<file path="src/rtl/pref_req_queue.sv">
// Prefetch request queue: aligns up to 3 candidates/cycle to cache lines, dedups, buffers and issues one per cycle.
// Optional macro PREF_QUEUE_DEDUP_EN also drops candidates already held in the FIFO.
module pref_req_queue #(
  parameter int DEPTH           = 8,
  parameter int ADDR_SIZE       = 64,
  parameter int LOG2_BLOCK_SIZE = 6,
  parameter int CNT_W           = 16
) (
  input  logic                       clk,
  input  logic                       rst,
  input  logic [ADDR_SIZE-1:0]       pref_addr1_i,
  input  logic                       pref_valid1_i,
  input  logic [ADDR_SIZE-1:0]       pref_addr2_i,
  input  logic                       pref_valid2_i,
  input  logic [ADDR_SIZE-1:0]       pref_addr3_i,
  input  logic                       pref_valid3_i,
  output logic [ADDR_SIZE-1:0]       req_addr_o,
  output logic                       req_valid_o,
  input  logic                       req_ready_i,
  output logic [$clog2(DEPTH):0]     count_o,
  output logic                       full_o,
  output logic [CNT_W-1:0]           drop_cnt_o
);
  localparam int PW = $clog2(DEPTH);
  localparam int CW = PW + 1;
  localparam int LW = ADDR_SIZE - LOG2_BLOCK_SIZE;

  logic [LW-1:0]    mem [DEPTH];
  logic [PW-1:0]    head, tail;
  logic [CW-1:0]    count;
  logic [CNT_W-1:0] drop_cnt;

  logic [LW-1:0]    la1, la2, la3;
  logic [2:0]       hit, surv, acc, dropped;
  logic             pop;
  logic [CW-1:0]    free, n_acc;
  logic [1:0]       n_drop;
  logic [CNT_W:0]   drop_sum;
  logic [PW-1:0]    w2, w3;

  assign la1 = pref_addr1_i[ADDR_SIZE-1:LOG2_BLOCK_SIZE];
  assign la2 = pref_addr2_i[ADDR_SIZE-1:LOG2_BLOCK_SIZE];
  assign la3 = pref_addr3_i[ADDR_SIZE-1:LOG2_BLOCK_SIZE];

`ifdef PREF_QUEUE_DEDUP_EN
  logic [DEPTH-1:0] occ;
  logic [PW-1:0]    rel;

  // Compare against registered contents only, including a head popped this cycle.
  always_comb begin
    occ = '0;
    rel = '0;
    hit = '0;
    for (int i = 0; i < DEPTH; i++) begin
      rel    = PW'(i) - head;
      occ[i] = ({1'b0, rel} < count);
      if (occ[i]) begin
        if (mem[i] == la1) hit[0] = 1'b1;
        if (mem[i] == la2) hit[1] = 1'b1;
        if (mem[i] == la3) hit[2] = 1'b1;
      end
    end
  end
`else
  assign hit = '0;
`endif

  always_comb begin
    surv[0] = pref_valid1_i & ~hit[0];
    surv[1] = pref_valid2_i & ~(pref_valid1_i && (la2 == la1)) & ~hit[1];
    surv[2] = pref_valid3_i & ~(pref_valid1_i && (la3 == la1))
                            & ~(pref_valid2_i && (la3 == la2)) & ~hit[2];

    pop  = (count != '0) && req_ready_i;
    free = CW'(DEPTH) - count + CW'(pop);

    // Lower-priority survivors only get whatever space the higher ones left.
    acc[0] = surv[0] && (free > CW'(0));
    acc[1] = surv[1] && (free > CW'(acc[0]));
    acc[2] = surv[2] && (free > (CW'(acc[0]) + CW'(acc[1])));

    n_acc   = CW'(acc[0]) + CW'(acc[1]) + CW'(acc[2]);
    dropped = surv & ~acc;
    n_drop  = 2'(dropped[0]) + 2'(dropped[1]) + 2'(dropped[2]);
    drop_sum = {1'b0, drop_cnt} + (CNT_W+1)'(n_drop);

    w2 = tail + PW'(acc[0]);
    w3 = w2 + PW'(acc[1]);
  end

  always_ff @(posedge clk) begin
    if (rst) begin
      head     <= '0;
      tail     <= '0;
      count    <= '0;
      drop_cnt <= '0;
    end else begin
      if (pop) head <= head + PW'(1);
      tail     <= tail + PW'(n_acc);
      count    <= count - CW'(pop) + n_acc;
      drop_cnt <= drop_sum[CNT_W] ? {CNT_W{1'b1}} : drop_sum[CNT_W-1:0];
    end
  end

  always_ff @(posedge clk) begin
    if (!rst) begin
      if (acc[0]) mem[tail] <= la1;
      if (acc[1]) mem[w2]   <= la2;
      if (acc[2]) mem[w3]   <= la3;
    end
  end

  assign req_valid_o = (count != '0);
  assign req_addr_o  = req_valid_o ? {mem[head], {LOG2_BLOCK_SIZE{1'b0}}} : '0;
  assign count_o     = count;
  assign full_o      = (count == CW'(DEPTH));
  assign drop_cnt_o  = drop_cnt;
endmodule

</file>
<file path="config.mk">
export PLATFORM = sky130hd
export DESIGN_NAME = pref_req_queue
export DESIGN_NICKNAME = d
export VERILOG_FILES = /design/src/rtl/pref_req_queue.sv
export SDC_FILE = /design/constraint.sdc
export NUM_CORES = 1
export LEC_CHECK = 0
export CAP_MARGIN = 20
export CORE_MARGIN = 5
export CORE_UTILIZATION = 25
export CTS_BUF_LIST = sky130_fd_sc_hd__clkbuf_8
export DETAILED_ROUTE_END_ITERATION = 8
export PLACE_DENSITY_LB_ADDON = 0.08
export SYNTH_ARGS = -nofsm -noshare
export SYNTH_HDL_FRONTEND = slang
export SYNTH_SLANG_ARGS = --single-unit
</file>
<file path="constraint.sdc">
create_clock -name clk -period 35.1 [get_ports clk]
set_input_delay 10.53 -clock clk [delete_from_list [all_inputs] [get_ports clk]]
set_output_delay 10.53 -clock clk [all_outputs]
set_load 0.005 [all_outputs]
</file>
==> impl_metrics.json <==
{
  "synth-seq-cells": 493,
  "ys_types": 61,
  "relSlewSlack_pct": 22.0,
  "ant_nets": 0,
  "pwr-share-comb_pct": 43.9,
  "reg2reg_slack_ns": 26.96,
  "rows": 135,
  "die_width_um": 379,
  "cellLeakagePower_nw": 13.8,
  "cts_setup_buffers": 0,
  "max_freq_mhz": 57.0,
  "hold_buffers": 0,
  "powerDensity_nw_per_um2": 65.6,
  "place.gp.congestion": 0.880,
  "numCtsBuffers": 101,
  "coreArea_um2": 135000,
  "worstMarginPinSlew_ns": 1.17,
  "whs_path_depth": 2,
  "finalWorstSetupSlack_ns": 17.57,
  "syn_area_per_cell_um2": 13.9,
  "gr-usage-all-layers_pct": 19.7,
  "dpl-instance-area_um2": 37800,
  "cp_max_fo": 37,
  "fin_area_um2": 39600,
  "overflow": 0,
  "ioPinCount": 284,
  "pre_cts_ws_ns": 16.67,
  "min_from": "head[1]",
  "clock-sinks": 493,
  "start_util_pct": 25.2,
  "crit_type": "primary input to register",
  "peakVddDrop_uv": 41.3,
  "cp_num_buf_inv": 6,
  "intPower_mw": 1.64,
  "synth_edf_count": 464,
  "switching_share_pct": 36.8,
  "critPathSlowestCell": "buf_4",
  "syn_area_um2": 34100,
  "synthCells": 2446,
  "critical_path_arrival_ns": 17.96,
  "cpMostUsedCell": "ha_1",
  "r2r_start": "count_o[3]",
  "die_y_um": 379,
  "path_cells": "clkdlybuf4s50_1 -> nand2_1 -> ha_1 -> inv_1 -> ha_1 -> nand2_1 -> nor4_1 -> a21oi_1 -> o31ai_1 -> inv_1 -> ha_1 -> o21ai_2 -> and3_1 -> ha_1 -> ha_1 -> a21oi_1 -> o21ai_4 -> nor3_4 -> buf_4 -> nand3b_1 -> buf_4 -> buf_4",
  "cts_root_buf": "clkbuf_8",
  "viasPerCell": 4.97,
  "dieArea_um2": 144000,
  "nets": 2793,
  "synthArstFlopShare_pct": 0,
  "grt_pass1_vias": 23400,
  "cts_max_level": 3,
  "clk_latency_ns": 0.81,
  "seq_area_frac_synth_pct": 42.6,
  "post_cts_resized": 0,
  "hold_class": "register to register",
  "path_delay_family": "buffers and inverters",
  "cap_violations": 0,
  "grt_max_degree": 47,
  "wl_per_cell_um": 32.5,
  "worstSetupEndpointType": "register",
  "status": "finished, final reports clean",
  "slew_viol_final": 0,
  "ys_warn_count": 0,
  "critical_path_required_ns": 35.52,
  "antenna_found_initial": 35,
  "tritoncts": "built",
  "p_total_mw": 2.60,
  "firstDrtPassIters": 7,
  "drc_errors": 0,
  "nFillCells": 13700,
  "ys.flop_type": "edfxtp_1",
  "area_delta_synth_final_pct": 16.2,
  "hold_viol": 0,
  "p_clk_share_pct": 21.6,
  "drive_gt1_share_pct": 40.7,
  "holdWs_ns": 0.482,
  "first_iter_violations": 1458,
  "p_switching_mw": 0.956,
  "reg2reg_depth": 22,
  "clock_skew_ns": 0.0447,
  "grt_pass1_wl_mm": 197,
  "period_needed_ns": 17.53,
  "pwr-share-seq_pct": 34.5,
  "max_stage_delay_ns": 0.71,
  "vias": 22100,
  "final.setup.tns_ns": 0,
  "path_clk_slew_ns": 0.05,
  "setup_viol": 0,
  "period_share_pct": 50.0,
  "rsz0062_at_grt": "false",
  "clockBufferDepth": 3,
  "cp-start-kind": "primary input",
  "dpl.hpwl_mm": 92.1,
  "r2r-end": "mem[2][46]",
  "io_buffers": 259,
  "routed_wl_mm": 144
}
[power groups by stage]
stage / logic (mW) / clock network, mW / registers [mW]
5_1_grt: 1.22 / 0.610 / 0.911
3_5_place_dp: 1.17 / 0 / 0.911
6_report: 1.14 / 0.561 / 0.897
4_1_cts: 1.17 / 0.585 / 0.900
2_1_floorplan: 0.683 / 0 / 0.891
3_3_place_gp: 1.16 / 0 / 0.905
[cells in the final DEF (no fill, tap or decap), drive strengths merged, types with 7 or more instances in the layout]
cell type      netlist  layout
nor2b               16      16
clkinv              21      48
nor3                14      14
inv                 47      81
buf                215      59
nor2                79      79
a21oi               19      19
nand3               11      11
clkdlybuf4s50        0     259
mux2i              235     235
xor2                54      54
xnor2              106     106
diode                0      21
clkbuf              89     107
o22ai               15      15
ha                  22      22
nand4               37      37
nor4                23      23
edfxtp             464     464
mux2               752     752
nand2               19      19
nand2b               7       7
dfxtp               29      29
mux4               116     116
[flip-flops by register name, summed over array words and instances, names as in the netlist, named ones only]
register / count
tail: 3
head: 3
mem: 464
count_o: 4
drop_cnt_o: 16
[how the worst max path moves through the flow]
| stage | start | end | slack (ns) | cells past startpoint |
|---|---|---|---|---|
| floorplan | req_ready_i | mem[3][0] | 15.82 | 11 |
| global placement | req_ready_i | mem[2][44] | 16.66 | 24 |
| detailed placement | req_ready_i | mem[2][44] | 16.67 | 22 |
| CTS | req_ready_i | mem[2][46] | 17.55 | 22 |
| global route | req_ready_i | mem[2][46] | 17.09 | 24 |
| finish | req_ready_i | mem[2][46] | 17.57 | 22 |
[cells by family (layout without fill, tap and decap cells)]
kind of cell / count (synthesis) / in the layout / share of synthesized area, %
AO/OA/AOI/OAI: 62 / 62 / 1.29
XOR/XNOR: 160 / 160 / 4.13
adder cells (fa/ha/maj): 27 / 27 / 1.10
buffers and inverters: 372 / 556 / 5.89
flip-flops: 493 / 493 / 42.6
multiplexers: 1103 / 1103 / 41.3
other: 1 / 27 / 0.0110
AND/OR/NAND/NOR: 228 / 228 / 3.66
[synth_stat cells (16+ instances only)]
cell / instances / area, um^2
nor2b_1: 16 / 100
nand2_1: 19 / 71.3
nor4_1: 23 / 144
nand4_1: 31 / 194
clkinv_1: 21 / 78.8
a21oi_1: 19 / 95.1
mux2_4: 172 / 2580
mux2_2: 580 / 6530
xnor2_1: 105 / 920
xor2_1: 54 / 473
buf_6: 23 / 259
mux4_2: 116 / 2610
buf_2: 147 / 736
clkbuf_1: 86 / 323
edfxtp_1: 464 / 13900
dfxtp_1: 29 / 581
ha_1: 22 / 275
nor2_1: 79 / 297
mux2i_1: 235 / 2350
inv_1: 46 / 173
buf_4: 23 / 173
[tightest hold or removal path, delay by kind of cell (launching register included)]
| kind | cells | cell delay, ns |
|---|---|---|
| AND/OR/NAND/NOR | 1 | 0.05 |
| flip-flops | 1 | 0.31 |
| AO/OA/AOI/OAI | 1 | 0.07 |
[per-layer routing]
| metal | global-route usage (%) | wire length, um |
|---|---|---|
| met5 | 0 | 130 |
| met4 | 4.08 | 2600 |
| met3 | 5.04 | 8700 |
| met2 | 31.5 | 66500 |
| met1 | 26.8 | 66200 |
[metrics by stage]
step	utilization, %	cells
2_1_floorplan	-	2451
3_3_place_gp	27.9	4245
3_5_place_dp	27.9	4246
4_1_cts	29.2	4416
5_1_grt	29.2	4427
6_report	29.2	4437
[layout make-up]
cell class	count	area, um^2	share of cell area (%)
diodes	21	52.6	0.133
clock buffers	107	1470	3.72
clock inverters	63	280	0.708
inverters	68	255	0.645
multi-input cells	1586	17700	44.7
flip-flops and latches	493	14500	36.7
well taps	1781	2230	5.63
repair buffers	318	3060	7.72
Note: power is estimated with default switching activity, not from simulation.
